<file path="config.mk">
export PLATFORM = sky130hd
export DESIGN_NAME = ram_write_key_ctrl
export DESIGN_NICKNAME = d
export VERILOG_FILES = /design/src/rtl/ram_write_key_ctrl_pkg.sv /design/src/rtl/ram_write_key_ctrl_key_debounce.sv /design/src/rtl/ram_write_key_ctrl.sv
export SDC_FILE = /design/constraint.sdc
export NUM_CORES = 1
export LEC_CHECK = 0
export ABC_AREA = 0
export CAP_MARGIN = 10
export CORE_MARGIN = 5
export CORE_UTILIZATION = 50
export CTS_BUF_LIST = sky130_fd_sc_hd__clkbuf_16
export CTS_CLUSTER_DIAMETER = 80
export CTS_CLUSTER_SIZE = 14
export DETAILED_ROUTE_END_ITERATION = 8
export GPL_TIMING_DRIVEN = 1
export PLACE_DENSITY = 0.88
export SYNTH_ARGS = -nofsm -noshare
export SYNTH_HDL_FRONTEND = slang
export SYNTH_SLANG_ARGS = --single-unit
</file>
<file path="constraint.sdc">
create_clock -name CLOCK_50 -period 2.8 [get_ports CLOCK_50]
set_clock_uncertainty 0.05 [all_clocks]
set_input_delay 0.84 -clock CLOCK_50 [delete_from_list [all_inputs] [get_ports CLOCK_50]]
set_output_delay 0.84 -clock CLOCK_50 [all_outputs]
set_load 0.01 [all_outputs]
</file>
<file path="src/rtl/ram_write_key_ctrl_pkg.sv">
// Shared definitions for the RAM write-key path: width defaults,
// write FSM state encodings and the debounce length helper.
package ram_write_key_ctrl_pkg;

    localparam int ADDR_W_DEF = 5;
    localparam int DATA_W_DEF = 4;

    typedef enum logic [1:0] {
        IDLE = 2'd0,
        STRB = 2'd1,
        HOLD = 2'd2
    } wr_state_e;

    function automatic int db_cycles(input int clk_hz, input int ms);
        return clk_hz / 1000 * ms;
    endfunction

endpackage

</file>
<file path="src/rtl/ram_write_key_ctrl_key_debounce.sv">
// Two-flop synchroniser plus stability counter for an active-low key.
// Emits the debounced level and registered 1-cycle press/release pulses.
module ram_write_key_ctrl_key_debounce #(
    parameter int DB_CYC = 4
) (
    input  logic clk,
    input  logic reset,
    input  logic key_n,
    output logic stable,
    output logic press,
    output logic rel
);

    localparam int CNT_W = (DB_CYC > 2) ? $clog2(DB_CYC) : 1;
    localparam logic [CNT_W-1:0] LAST = CNT_W'(DB_CYC - 1);

    logic             sync1_q, sync1_d;
    logic             sync2_q, sync2_d;
    logic             stable_q, stable_d;
    logic             prev_q, prev_d;
    logic             press_q, press_d;
    logic             rel_q, rel_d;
    logic [CNT_W-1:0] cnt_q, cnt_d;

    always_comb begin
        sync1_d  = key_n;
        sync2_d  = sync1_q;
        stable_d = stable_q;
        cnt_d    = cnt_q;
        if (sync2_q == stable_q) begin
            cnt_d = '0;
        end else if (cnt_q == LAST) begin
            stable_d = sync2_q;
            cnt_d    = '0;
        end else begin
            cnt_d = cnt_q + 1'b1;
        end
        // Edge pulses come one cycle after the level settles.
        prev_d  = stable_q;
        press_d = prev_q & ~stable_q;
        rel_d   = ~prev_q & stable_q;
    end

    always_ff @(posedge clk) begin
        if (reset) begin
            sync1_q  <= 1'b1;
            sync2_q  <= 1'b1;
            stable_q <= 1'b1;
            prev_q   <= 1'b1;
            press_q  <= 1'b0;
            rel_q    <= 1'b0;
            cnt_q    <= '0;
        end else begin
            sync1_q  <= sync1_d;
            sync2_q  <= sync2_d;
            stable_q <= stable_d;
            prev_q   <= prev_d;
            press_q  <= press_d;
            rel_q    <= rel_d;
            cnt_q    <= cnt_d;
        end
    end

    assign stable = stable_q;
    assign press  = press_q;
    assign rel    = rel_q;

endmodule

</file>
<file path="src/rtl/ram_write_key_ctrl.sv">
// Pushbutton-driven RAM write stage: one captured write strobe per
// clean key press, blocked until the key release has been debounced.
module ram_write_key_ctrl
    import ram_write_key_ctrl_pkg::*;
#(
    parameter int CLK_HZ      = 50_000_000,
    parameter int DEBOUNCE_MS = 20,
    parameter int ADDR_W      = ADDR_W_DEF,
    parameter int DATA_W      = DATA_W_DEF
) (
    input  logic              CLOCK_50,
    input  logic              reset,
    input  logic              key_n,
    input  logic [ADDR_W-1:0] sw_addr,
    input  logic [DATA_W-1:0] sw_data,
    output logic              wr_en,
    output logic [ADDR_W-1:0] wr_addr,
    output logic [DATA_W-1:0] wr_data,
    output logic              busy,
    output logic [7:0]        write_count
);

    localparam int DB_CYC = db_cycles(CLK_HZ, DEBOUNCE_MS);

    logic key_stable;
    logic key_press;
    logic key_rel;

    ram_write_key_ctrl_key_debounce #(
        .DB_CYC (DB_CYC)
    ) u_db (
        .clk    (CLOCK_50),
        .reset  (reset),
        .key_n  (key_n),
        .stable (key_stable),
        .press  (key_press),
        .rel    (key_rel)
    );

    wr_state_e         state_q, state_d;
    logic              wr_en_q, wr_en_d;
    logic [ADDR_W-1:0] addr_q, addr_d;
    logic [DATA_W-1:0] data_q, data_d;
    logic              busy_q, busy_d;
    logic [7:0]        count_q, count_d;

    always_comb begin
        state_d = state_q;
        wr_en_d = 1'b0;
        addr_d  = addr_q;
        data_d  = data_q;
        busy_d  = busy_q;
        count_d = count_q;
        unique case (state_q)
            IDLE: begin
                if (key_press) begin
                    state_d = STRB;
                    addr_d  = sw_addr;
                    data_d  = sw_data;
                    wr_en_d = 1'b1;
                    busy_d  = 1'b1;
                    count_d = count_q + 8'd1;
                end
            end
            STRB: state_d = HOLD;
            HOLD: begin
                if (key_rel && key_stable) begin
                    state_d = IDLE;
                    busy_d  = 1'b0;
                end
            end
            default: begin
                state_d = IDLE;
                busy_d  = 1'b0;
            end
        endcase
    end

    always_ff @(posedge CLOCK_50) begin
        if (reset) begin
            state_q <= IDLE;
            wr_en_q <= 1'b0;
            addr_q  <= '0;
            data_q  <= '0;
            busy_q  <= 1'b0;
            count_q <= 8'd0;
        end else begin
            state_q <= state_d;
            wr_en_q <= wr_en_d;
            addr_q  <= addr_d;
            data_q  <= data_d;
            busy_q  <= busy_d;
            count_q <= count_d;
        end
    end

    assign wr_en       = wr_en_q;
    assign wr_addr     = addr_q;
    assign wr_data     = data_q;
    assign busy        = busy_q;
    assign write_count = count_q;

endmodule

</file>
==> results of run 1 <==
[cells in the final DEF, fill, tap and decap left out, types with 2 or more instances in the layout]
master,n
dfxtp_1,47
nor2_1,30
clkdlybuf4s50_1,30
nand2_1,28
a21oi_1,19
xnor2_1,13
nand4_1,9
nand3_1,9
xor2_1,6
or3_1,6
o21ai_0,5
clkbuf_16,5
nor3_1,4
inv_1,4
and3_1,3
or4_1,3
or2_2,3
nor4_1,3
buf_4,3
nor3b_1,2
or3b_2,2
ha_1,2
[cell families after synthesis]
group / count (synthesis) / synth area share [%]
multiplexers: 1 / 0.529
AO/OA/AOI/OAI: 29 / 8.93
buffers and inverters: 11 / 2.38
AND/OR/NAND/NOR: 107 / 28.3
flip-flops: 47 / 49.8
adder cells (fa/ha/maj): 2 / 1.32
XOR/XNOR: 19 / 8.80
[flip-flops by register name (all words and copies together), names as in the netlist, 2 cells and up]
signal       count
state_q          2
u_db.cnt_q      20
wr_addr          5
wr_data          4
write_count      8
[area by class of cell]
type,instances,area share [%]
repair buffers,33,13.4
well taps,48,2.49
inverters,4,0.621
clock buffers,5,5.18
clock inverters,3,1.97
flip-flops and latches,47,38.9
multi-input cells,158,37.4
[path summary, 6_finish.rpt]
check	end	slack, ps	cells after the start
worst max-delay path	write_count[3]	600	1
worst min-delay path	u_db.sync2_q$_SDFF_PP1_	360	1
worst max register to register	u_db.cnt_q[5]$_SDFF_PP0_	610	4
worst min register to register	u_db.sync2_q$_SDFF_PP1_	360	1
[power groups by stage]
stage | Clock [mW] | Sequential (mW) | Combinational (mW)
after global placement | 0 | 0.689 | 0.0349
after CTS | 0.689 | 0.674 | 0.0359
after global routing | 0.722 | 0.674 | 0.0382
after detailed placement | 0 | 0.689 | 0.0353
final | 0.682 | 0.674 | 0.0357
after floorplan | 0 | 0.689 | 0.0128
[synth_stat cells, drive strengths merged]
master	n	area [um^2]
nor2	30	113
and2	1	6.26
a21oi	19	95.1
o21a	1	7.51
o41ai	1	8.76
or3b	2	17.5
buf	1	7.51
xnor2	13	114
mux2i	1	10.0
nor4b	1	8.76
xor2	6	52.6
o31ai	1	7.51
nand2	28	105
clkbuf	6	22.5
or3	6	37.5
nand4	9	56.3
nor3	4	20.0
ha	2	25.0
and3	3	18.8
or4b	1	10.0
or4	4	33.8
or2	3	18.8
nor3b	2	15.0
a2bb2oi	1	8.76
o21ai	6	41.3
inv	4	15.0
and4	1	10.0
nor4	3	18.8
nand3	9	45.0
dfxtp	47	941
[per-layer routing]
layer | GRT usage [%] | part of all wire, % | vias up
met5 | 0 | 0 | -
met4 | 8.35 | 2.1 | 0
met3 | 4.07 | 4.5 | 8
met2 | 27.2 | 51 | 41
met1 | 18.9 | 43 | 775
li1 | - | - | 809
[per-stage QoR]
stage	std cells	power [mW]	util [%]	setup WS, ps	instance area, um^2
global placement	290	0.724	61.3	674	2240
global route	298	1.43	66.0	497	2420
CTS	298	1.40	66.0	596	2420
detailed placement	290	0.725	61.3	623	2240
finish	298	1.39	66.0	604	2420
floorplan	216	0.702	-	765	1890
==> results by stage, run 1 <==
Timing:
- The setup violation total in the final timing report is 0.
- The final critical path takes up 78.4% of the cycle.
- The setup TNS is 0 ps.
- Derived from the worst setup path, the maximum achievable clock frequency is 0.455 GHz.
- The max-slew violation count is 0.
- The final-report hold violation count is 0.
- Measured against its own limit, the worst slew margin works out to 66.2%.
- The slew at the pin with the worst max-slew slack is 506 ps.
- Across all hold checks on the routed design, the worst slack comes to 357 ps.
- Setup repair after global routing left no endpoint under its margin.
- The time the worst path needs with I/O delays and setup is 2200 ps.

Clock tree:
- In this run the post-CTS setup repair buffer count came out at 0.
- The later-pin clock latency in the skew report is 290 ps.
- For this design, the CTS-stage hold fixing added 0 buffers.
- Clock-pin slew was measured on the worst setup and hold paths at 70 ps.
- The number of levels the H-tree was split into is 2.
- The number of CTS-inserted buffers is 5.
- The TritonCTS clock tree is done.
- The maximum buffer depth of the clock tree is 2.
- The root cell of the clock tree is clkbuf_16.
- The number of instances resized during post-cts repair is 0.
- The tree built by TritonCTS fans out to 47 sinks.

Logic synthesis:
- Dividing the synthesized area by the synthesized cell count gives 8.75 um^2.
- The number of nets handed over by synthesis was 230.
- The sequential element share of the synthesized area is 49.8%.
- The area of the mapped netlist is 0.00189 mm^2.
- After technology mapping, the gate count stands at 216.
- The number of distinct library cells after synthesis is 32.
- The flop and latch count out of synthesis is 47.
- For this run, the number of Yosys warnings is 0.

Detailed routing:
- The average vias per placed instance is 5.48.
- The first detailed-routing pass took 4 iterations.
- The total wire length after detailed routing is 4010 um.
- The count of nets left with antenna violations after detail routing is 0.
- The routed length per instance is 13.4 um.
- Detailed routing inserted a total of 1633 vias.
- In the routed design, unresolved DRC markers number 0.
- The number of DRC markers after the initial detailed-route iteration is 94.

Critical path:
- Traced cell by cell, the critical path runs through clkdlybuf4s50_1.
- In this design, the stage delay of the slowest critical-path cell is 580 ps.
- The type of element launching the critical path is a flop.
- In this run the critical register-to-register path is launched from u_db.cnt_q[11]$_SDFF_PP0_.
- The critical path starts at write_count[3]$_SDFFE_PP0P_.
- Counting both buffers and inverters, the worst setup path holds a total of 1.
- Along the worst path, the maximum fanout reaches 7.
- The slowest stage of the critical path belongs to the cell clkdlybuf4s50_1.
- The path type of the worst setup path is flop to output port.
- For the worst setup path, the data required time is 1910 ps.
- The critical path's top delay family is buffers and inverters.
- The arrival time of the worst setup path is 1310 ps.
- STA classifies the critical path endpoint as an output port.

Power:
- The leakage dissipation is 0.773 nW.
- The power density normalized to cell area is 576 mW/mm^2.
- The internal power of the cells totals 1.12 mW.
- The worst-case IR drop observed on VDD is 0.428 mV.
- The switching share of power is 19.6%.
- In this run the power spent charging and discharging nets is 273 uW.
- Sequential cells burn 48.5% of the power.
- The clock network burns 49.0% of the power.
- Of the total power, combinational logic draws 2.6%.

Floorplanning:
- The die covers 0.00511 mm^2.
- 31 I/O pins were placed.
- The starting density of the core is 51.6%.
- The region available for standard cell placement spans 0.00366 mm^2.
- The horizontal extent of the die is 71.5 um.
- The number of rows in the core area is 22.
- Measured along the y axis, the die boundary spans 71.5 um.

Cells and area:
- For this run, the post-layout net count is 263.
- Of the cells placed in the final design, the portion with a size suffix greater than 1 is 7.60%.
- The register area is 941 um^2.
- The number of antenna diodes in the final layout is 0.
- The area growth from synthesis to layout is 27.8%.
- The filler cell count in the final layout is 290.
- The area of combinational cells with multiple inputs is 905 um^2.

Hold path:
- The tightest min-delay check is of the flop to flop type.
- The critical hold path startpoint is u_db.sync1_q$_SDFF_PP1_.

Place:
- The detailed placement HPWL is 2750 um.
- Buffers placed on the I/O ports in this run total 30.
- The congestion estimate from routability-driven global placement came to 0.885.

GRT:
- Global routing used 16.2% of the available tracks across all layers.
- The maximum number of pins on one net before global-route repair is 20.
- The initial antenna violation count is 0.
- The remaining global-route overflow is 0.
- The global-route wire length before repair is 6670 um.
- The number of global-route vias before repair is 1527.

Run:
- The number of max-cap violations is 0.

Run status:
- The run finished with clean final reports.
Power figures use the tool's default switching activity.
==> run 2, diff against run 1 <==
--- a/config.mk
+++ b/config.mk
@@ -8,13 +8,13 @@
 export ABC_AREA = 0
 export CAP_MARGIN = 10
 export CORE_MARGIN = 5
-export CORE_UTILIZATION = 50
+export CORE_UTILIZATION = 47
 export CTS_BUF_LIST = sky130_fd_sc_hd__clkbuf_16
 export CTS_CLUSTER_DIAMETER = 80
 export CTS_CLUSTER_SIZE = 14
 export DETAILED_ROUTE_END_ITERATION = 8
 export GPL_TIMING_DRIVEN = 1
-export PLACE_DENSITY = 0.88
+export PLACE_DENSITY = 0.86
 export SYNTH_ARGS = -nofsm -noshare
 export SYNTH_HDL_FRONTEND = slang
 export SYNTH_SLANG_ARGS = --single-unit
==> constraint.sdc (replaced) <==
create_clock -name CLOCK_50 -period 1.77 [get_ports CLOCK_50]
set_clock_uncertainty 0.05 [all_clocks]
set_input_delay 0.531 -clock CLOCK_50 [delete_from_list [all_inputs] [get_ports CLOCK_50]]
set_output_delay 0.531 -clock CLOCK_50 [all_outputs]
set_load 0.01 [all_outputs]
==> run 2 against run 1 <==
The flow now finishes with violations (setup timing). Sequential power up 59%. Worst setup slack worse by 780 ps. Final cell count up 10%. Non-clock buffer count up 30. Die area up 5.5%. Wire length up 14%. Count of clock-buffer cells in the layout unchanged. Clock power up 31%. Flip-flop and latch count unchanged. Utilization up 2.3 points. Register-to-register slack worse by 790 ps.
==> results by stage, run 2 (synthesized netlist as in run 1, its figures left out) <==
Timing:
- Timing would allow up to 0.513 GHz.
- The smallest hold slack is 360 ps (was 357 ps).
- The slew at the pin with the worst max-slew slack came to 519 ps (was 506 ps).
- The final setup slack of the worst path is -179 ps (was 604 ps).
- The headroom to the max-slew limit is 65.3% (was 66.2%).
- The final-report hold violation count is 0 (unchanged).
- Of the available clock period, the critical path in the final layout requires 110%.
- The max-slew violation count is 0 (unchanged).
- The setup violation total in the final timing report was 20 (was 0).
- The time the worst path needs with I/O delays and setup is 1950 ps.
- Unrepaired setup endpoints after global routing: yes (was no).

Critical path:
- Cells traversed along the worst timing path: or4b_1 > or4_4 > or4_1 > o21a_1 (was clkdlybuf4s50_1).
- The data required time at the worst endpoint is 1900 ps (was 1910 ps).
- The critical path capture point type was a flop (was output port).
- The type of element launching the critical path was a flop (unchanged).
- The total number of cells along the worst setup path came to 4 (was 1).
- The critical path's top delay family is simple AND/OR/NAND/NOR gates (was buffers and inverters).
- The path type of the worst setup path is flop to flop (was flop to output port).
- The maximum cell stage delay along the critical path is 500 ps (was 580 ps).
- The highest-delay cell along the critical path is or4b_1 (was clkdlybuf4s50_1).
- The arrival time of the worst setup path came to 2080 ps (was 1310 ps).
- The count of cells along the worst register-to-register path was 4 (unchanged).
- The total buffers and inverters traversed by the critical path is 0 (was 1).
- The top fanout value on the critical path is 3 (was 7).

Detailed routing:
- The highest routing layer actually used is met4 (unchanged).
- The first-pass detailed-route iteration total is 4 (unchanged).
- The total length of routed met2 wires is 2310 um (was 2030 um).
- The total wire length after detailed routing is 4550 um (was 4010 um).
- The count of nets left with antenna violations after detail routing came to 0 (unchanged).
- The number of DRC markers after the initial detailed-route iteration is 125 (was 94).
- The routed metal-1 wirelength is 1960 um (was 1710 um).
- The number of design rule violations left after detail routing is 0 (unchanged).
- The routed length on met3 came to 175 um (was 181 um).
- The total number of vias is 1758 (was 1633).
- The average vias per placed instance was 5.34 (was 5.48).
- The routed length per instance is 13.8 um (was 13.4 um).

Hold path:
- The cell count of the worst hold path is 1 (unchanged).
- The classification of the worst-slack hold path was flop to flop (unchanged).

Place:
- The worst slack after detailed placement is -176 ps (was 623 ps).
- The placer's final routability congestion estimate came to 0.817 (was 0.885).
- The detailed placement HPWL is 3030 um (was 2750 um).
- The count of buffers from port buffering was 30 (unchanged).

Power:
- The leakage dissipation is 1.08 nW (was 0.773 nW).
- The cell internal power dissipation is 1.62 mW (was 1.12 mW).
- The power density normalized to cell area is 752 mW/mm^2 (was 576 mW/mm^2).
- The proportion of power drawn by flip-flops and latches came to 52.6% (was 48.5%).
- The final total power was 2.03 mW (was 1.39 mW).
- The clock group share of total power is 44.0% (was 49.0%).
- The reported net switching power is 408 uW (was 273 uW).
- The portion of total power attributed to combinational logic is 3.4% (was 2.6%).
- The switching share of power was 20.1% (was 19.6%).
- The maximum ir drop on the vdd rail is 0.767 mV (was 0.428 mV).

Run status:
- Result of the run: complete, but fails checks (was finished clean).
- The final reports fail on setup timing.

Cells and area:
- The fraction of layout instances using a drive strength above 1 is 21.5% (was 7.60%).
- The most common library cell in the layout ignoring fill and taps is dfxtp_1 (unchanged).
- The total inserted antenna cells is 0 (unchanged).
- The area growth from synthesis to layout came to 42.5% (was 27.8%).
- The register bank with the most flops is u_db.cnt_q (unchanged).
- Commonest non-fill, non-tap cells in the layout: dfxtp_1 (44), buf_4 (29), nand2_1 (28) (was dfxtp_1 (47), nor2_1 (30), clkdlybuf4s50_1 (30)).
- The post-layout net count is 293 (was 263).
- The number of flip-flops under the largest register name is 20 (unchanged).
- The final standard cell utilization of the core is 68.3% (was 66.0%).

Clock tree:
- The number of levels the H-tree was split into is 2 (unchanged).
- The number of sinks driven by the clock tree came to 47 (unchanged).
- The number of CTS-inserted buffers is 5 (unchanged).
- The TritonCTS clock tree is done (unchanged).
- The later-pin clock latency in the skew report is 290 ps (about the same).
- The maximum buffer depth of the clock tree came to 2 (unchanged).
- The clock transition at the register clock pins on the worst setup and hold paths after CTS was 60 ps (was 70 ps).
- The root cell of the clock tree is clkbuf_16 (unchanged).
- The number of hold buffers added after CTS is 0 (unchanged).

Floorplanning:
- The placeable core region is 0.00394 mm^2 (was 0.00366 mm^2).
- The number of rows in the core area came to 23 (was 22).
- The starting density of the core is 48.0% (was 51.6%).
- The height of the die is 73.4 um (was 71.5 um).
- The horizontal extent of the die was 73.4 um (was 71.5 um).
- The count of boundary I/O pins came to 31 (unchanged).
- The area of the die is 0.00539 mm^2 (was 0.00511 mm^2).

Run:
- The number of max-cap violations is 0 (unchanged).

GRT:
- The overall global routing resource usage is 18.1% (was 16.2%).
- The global-route wire length before repair is 7450 um (was 6670 um).
- The initial antenna violation count is 0 (unchanged).
- The maximum number of pins on one net before global-route repair was 24 (was 20).
- The number of global-route vias before repair is 1648 (was 1527).
- The remaining global-route overflow was 0 (unchanged).
## run 2: metal layers
layer,GRT usage [%],vias to the layer above
li1,-,872
met1,21.1,840
met2,31.1,37
met3,5.75,9
met4,6.04,0
met5,0,-
## run 2: path summary, 6_finish.rpt
check,from,to,slack (ps)
worst max-delay path,u_db.cnt_q[11]$_SDFF_PP0_,u_db.stable$_SDFFE_PP1P_,-180
worst min register to register,u_db.sync1_q$_SDFF_PP1_,u_db.sync2_q$_SDFF_PP1_,360
worst max register to register,u_db.cnt_q[11]$_SDFF_PP0_,u_db.stable$_SDFFE_PP1P_,-180
worst min-delay path,u_db.sync1_q$_SDFF_PP1_,u_db.sync2_q$_SDFF_PP1_,360
## run 2: metrics by stage
stage	std cells	TNS, ps	area [um^2]
3_3_place_gp	317	-858	2450
2_1_floorplan	216	-1300	1900
6_report	329	-2640	2690
3_5_place_dp	317	-1360	2450
4_1_cts	328	-2390	2660
5_1_grt	329	-3590	2690
## run 2: final cells by class
type	instances	area (um^2)
Fill cell	281	1250
Sequential cell	47	945
Multi-Input combinational cell	158	938
Timing Repair Buffer	63	594
Clock buffer	5	125
Tap cell	50	62.6
Inverter	4	15.0
Clock inverter	2	13.8
## run 2: power by group through the flow
stage / logic [mW] / registers, mW / clock network (mW)
after floorplan: 0.0208 / 1.09 / 0
after global placement: 0.0595 / 1.09 / 0
after detailed placement: 0.0608 / 1.09 / 0
after CTS: 0.0679 / 1.07 / 0.909
after global routing: 0.0735 / 1.07 / 0.972
final: 0.0684 / 1.07 / 0.893
## run 2: what timing repair did
item | CTS | global route
endpoints found under the setup margin | 28 | 26
hold endpoints to repair | 0 | 0
pin swaps | 2 | 0
gates resized for setup | 15 | 15
buffers inserted | 3 | 2
gates cloned | 1 | 1
## run 2: worst register-to-register path: stages, from the launching register on
cell and delay (ps):
dfxtp_2 310, or4b_1 500, or4_4 460, or4_1 410, o21a_1 120
==> run 3, diff against run 2 <==
--- a/config.mk
+++ b/config.mk
@@ -7,7 +7,7 @@
 export LEC_CHECK = 0
 export ABC_AREA = 0
 export CAP_MARGIN = 10
-export CORE_MARGIN = 5
+export CORE_MARGIN = 2
 export CORE_UTILIZATION = 47
 export CTS_BUF_LIST = sky130_fd_sc_hd__clkbuf_16
 export CTS_CLUSTER_DIAMETER = 80
==> run 3 against run 2 <==
Count of clock-buffer cells in the layout stayed put. Register-to-register slack worse by 20 ps. Final cell count is 0.30% higher. Critical path depth is 3 higher. Global-route usage is 4.9 points higher. Sequential share of layout area is 0.48 points lower. Die area is 16% lower. The run still ends with setup timing left. Critical path type unchanged. Fmax is 1.2% lower. Sequential power hardly changed. Utilization is 1.0 points higher.
==> results by stage, run 3 (synthesized netlist as in run 1, its figures left out) <==
Timing:
- The final-report hold violation count is 0 (unchanged).
- The headroom to the max-slew limit came to 63.5% (was 65.3%).
- The setup TNS is -3000 ps (was -2640 ps).
- Unrepaired setup endpoints after global routing: yes (unchanged).
- The max-slew violation count is 0 (unchanged).
- The slew at the pin with the worst max-slew slack came to 546 ps (was 519 ps).
- The achievable frequency is 0.507 GHz (was 0.513 GHz).
- The final setup slack of the worst path came to -203 ps (was -179 ps).
- The setup violation total in the final timing report is 20 (unchanged).
- The time the worst path needs with I/O delays and setup is 1970 ps (was 1950 ps).
- The final worst-path cycle share was 111% (was 110%).

GRT:
- The overall global routing resource usage is 22.9% (was 18.1%).
- The remaining global-route overflow is 0 (unchanged).
- The global-route wire length before repair is 7590 um (was 7450 um).
- The number of global-route vias before repair is 1627 (was 1648).
- The initial antenna violation count was 0 (unchanged).
- The maximum number of pins on one net before global-route repair came to 26 (was 24).

Cells and area:
- The number of flip-flops under the largest register name is 20 (unchanged).
- The fraction of layout instances using a drive strength above 1 is 21.8% (was 21.5%).
- The area growth from synthesis to layout is 44.7% (was 42.5%).
- The final standard cell utilization of the core is 69.4% (was 68.3%).
- The post-layout net count is 293 (unchanged).
- The most common library cell in the layout ignoring fill and taps was dfxtp_1 (unchanged).
- The total inserted antenna cells is 0 (unchanged).
- Commonest non-fill, non-tap cells in the layout: dfxtp_1 (43), nand2_1 (28), buf_4 (28) (was dfxtp_1 (44), buf_4 (29), nand2_1 (28)).
- The register bank with the most flops is u_db.cnt_q (unchanged).
- The count of placed standard cells in the final layout, fillers left out is 330 (was 329).

Floorplanning:
- The placeable core region is 0.00394 mm^2 (unchanged).
- The number of rows in the core area came to 23 (unchanged).
- The height of the die is 67.4 um (was 73.4 um).
- The starting density of the core is 48.0% (unchanged).
- The area of the die is 0.00455 mm^2 (was 0.00539 mm^2).
- The horizontal extent of the die is 67.4 um (was 73.4 um).
- The count of boundary I/O pins is 31 (unchanged).

Power:
- The final total power is 2.21 mW (was 2.03 mW).
- The portion of total power attributed to combinational logic is 3.2% (was 3.4%).
- The cell internal power dissipation was 1.77 mW (was 1.62 mW).
- The maximum ir drop on the vdd rail is 0.623 mV (was 0.767 mV).
- The leakage dissipation is 1.09 nW (was 1.08 nW).
- The clock group share of total power was 48.5% (was 44.0%).
- The switching share of power came to 19.7% (was 20.1%).
- The power density normalized to cell area is 807 mW/mm^2 (was 752 mW/mm^2).
- The reported net switching power is 436 uW (was 408 uW).
- The proportion of power drawn by flip-flops and latches came to 48.3% (was 52.6%).

Hold path:
- The critical hold path startpoint is u_db.sync1_q$_SDFF_PP1_ (unchanged).
- The end of the worst hold path is u_db.sync2_q$_SDFF_PP1_ (unchanged).
- The classification of the worst-slack hold path is flop to flop (unchanged).
- The cell count of the worst hold path came to 1 (unchanged).

Critical path:
- The end of the worst register-to-register path is u_db.cnt_q[10]$_SDFF_PP0_ (was u_db.stable$_SDFFE_PP1P_).
- Cells traversed along the worst timing path: or4b_1 > or4_4 > o21ai_4 > buf_6 > buf_12 > buf_16 > nor2_1 (was or4b_1 > or4_4 > or4_1 > o21a_1).
- The top fanout value on the critical path was 4 (was 3).
- The arrival time of the worst setup path was 2100 ps (was 2080 ps).
- The path type of the worst setup path is flop to flop (unchanged).
- The highest-delay cell along the critical path is or4b_1 (unchanged).
- The critical path capture point type was a flop (unchanged).
- The maximum cell stage delay along the critical path is 500 ps (about the same).
- The register-to-register setup slack is -200 ps (was -180 ps).
- The type of element launching the critical path is a flop (unchanged).
- The origin of the critical flop-to-flop path is u_db.cnt_q[11]$_SDFF_PP0_ (unchanged).
- The data required time at the worst endpoint was 1900 ps (about the same).
- The count of cells along the worst register-to-register path came to 7 (was 4).

Detailed routing:
- The routed length per instance came to 14.7 um (was 13.8 um).
- The routed metal-1 wirelength is 2020 um (was 1960 um).
- The number of design rule violations left after detail routing came to 0 (unchanged).
- The average vias per placed instance came to 5.40 (was 5.34).
- The total wire length after detailed routing came to 4850 um (was 4550 um).
- The highest routing layer actually used was met4 (unchanged).
- The total length of routed met2 wires was 2510 um (was 2310 um).
- The routed length on met3 came to 208 um (was 175 um).
- The total number of vias is 1781 (was 1758).
- The number of DRC markers after the initial detailed-route iteration is 139 (was 125).
- The first-pass detailed-route iteration total is 4 (unchanged).
- The count of nets left with antenna violations after detail routing is 0 (unchanged).

Place:
- The detailed placement HPWL is 2950 um (was 3030 um).
- The count of buffers from port buffering is 30 (unchanged).
- The cell total after placement is 317 (unchanged).
- The placer's final routability congestion estimate is 0.903 (was 0.817).

Run:
- The number of max-cap violations was 0 (unchanged).

Clock tree:
- The number of levels the H-tree was split into was 2 (unchanged).
- The root cell of the clock tree is clkbuf_16 (unchanged).
- The TritonCTS clock tree is done (unchanged).
- The later-pin clock latency in the skew report is 290 ps (about the same).
- The number of CTS-inserted buffers is 5 (unchanged).
- The number of sinks driven by the clock tree is 47 (unchanged).
- The clock transition at the register clock pins on the worst setup and hold paths after CTS came to 70 ps (was 60 ps).
- The maximum buffer depth of the clock tree is 2 (unchanged).

Run status:
- Result of the run: complete, but fails checks (unchanged).
- Failing checks: setup timing (unchanged).
run 3: cell type report:
cell class	count	area (um^2)
Clock buffer	5	125
Inverter	4	15.0
Fill cell	267	1210
Tap cell	50	62.6
Multi-Input combinational cell	158	933
Timing Repair Buffer	63	611
Clock inverter	3	42.5
Sequential cell	47	946
run 3: metrics by stage:
step	setup WS, ps	hold WS (ps)	cell area (um^2)
2_1_floorplan	-161	339	1900
3_3_place_gp	-157	346	2450
3_5_place_dp	-200	343	2450
4_1_cts	-201	361	2710
5_1_grt	-244	374	2740
6_report	-203	360	2740
run 3: critical path: cells and delay by family (launching register included):
family | cells | cell delay, ps
buffers and inverters | 3 | 340
flip-flops | 1 | 320
AO/OA/AOI/OAI | 1 | 170
AND/OR/NAND/NOR | 3 | 990
run 3: what timing repair did:
action                                  CTS  global route
gates resized for setup                  18            11
endpoints found under the setup margin   29            25
pin swaps                                 1             0
cloned                                    2             0
hold buffers                              0             0
setup buffers                             3             1
run 3: worst max path at each step:
stage               cells past startpoint  slack (ps)                         to                 startpoint
global route                            7        -240  u_db.cnt_q[10]$_SDFF_PP0_  u_db.cnt_q[11]$_SDFF_PP0_
CTS                                     4        -200   u_db.stable$_SDFFE_PP1P_  u_db.cnt_q[11]$_SDFF_PP0_
finish                                  7        -200  u_db.cnt_q[10]$_SDFF_PP0_  u_db.cnt_q[11]$_SDFF_PP0_
detailed placement                      4        -200   u_db.stable$_SDFFE_PP1P_  u_db.cnt_q[11]$_SDFF_PP0_
global placement                        4        -160   u_db.stable$_SDFFE_PP1P_  u_db.cnt_q[11]$_SDFF_PP0_
floorplan                               4        -160   u_db.stable$_SDFFE_PP1P_  u_db.cnt_q[11]$_SDFF_PP0_
run 3: power groups by stage:
stage	clock network, mW	logic (mW)	registers [mW]
final	1.07	0.0706	1.07
after global routing	1.12	0.0755	1.07
after CTS	1.07	0.0704	1.07
after detailed placement	0	0.0585	1.09
after global placement	0	0.0577	1.09
after floorplan	0	0.0208	1.09
run 3: routing by layer:
layer,global-route usage [%],vias up
met5,0,-
met4,10.5,0
met3,6.83,12
met2,37.0,53
met1,28.2,847
li1,-,869
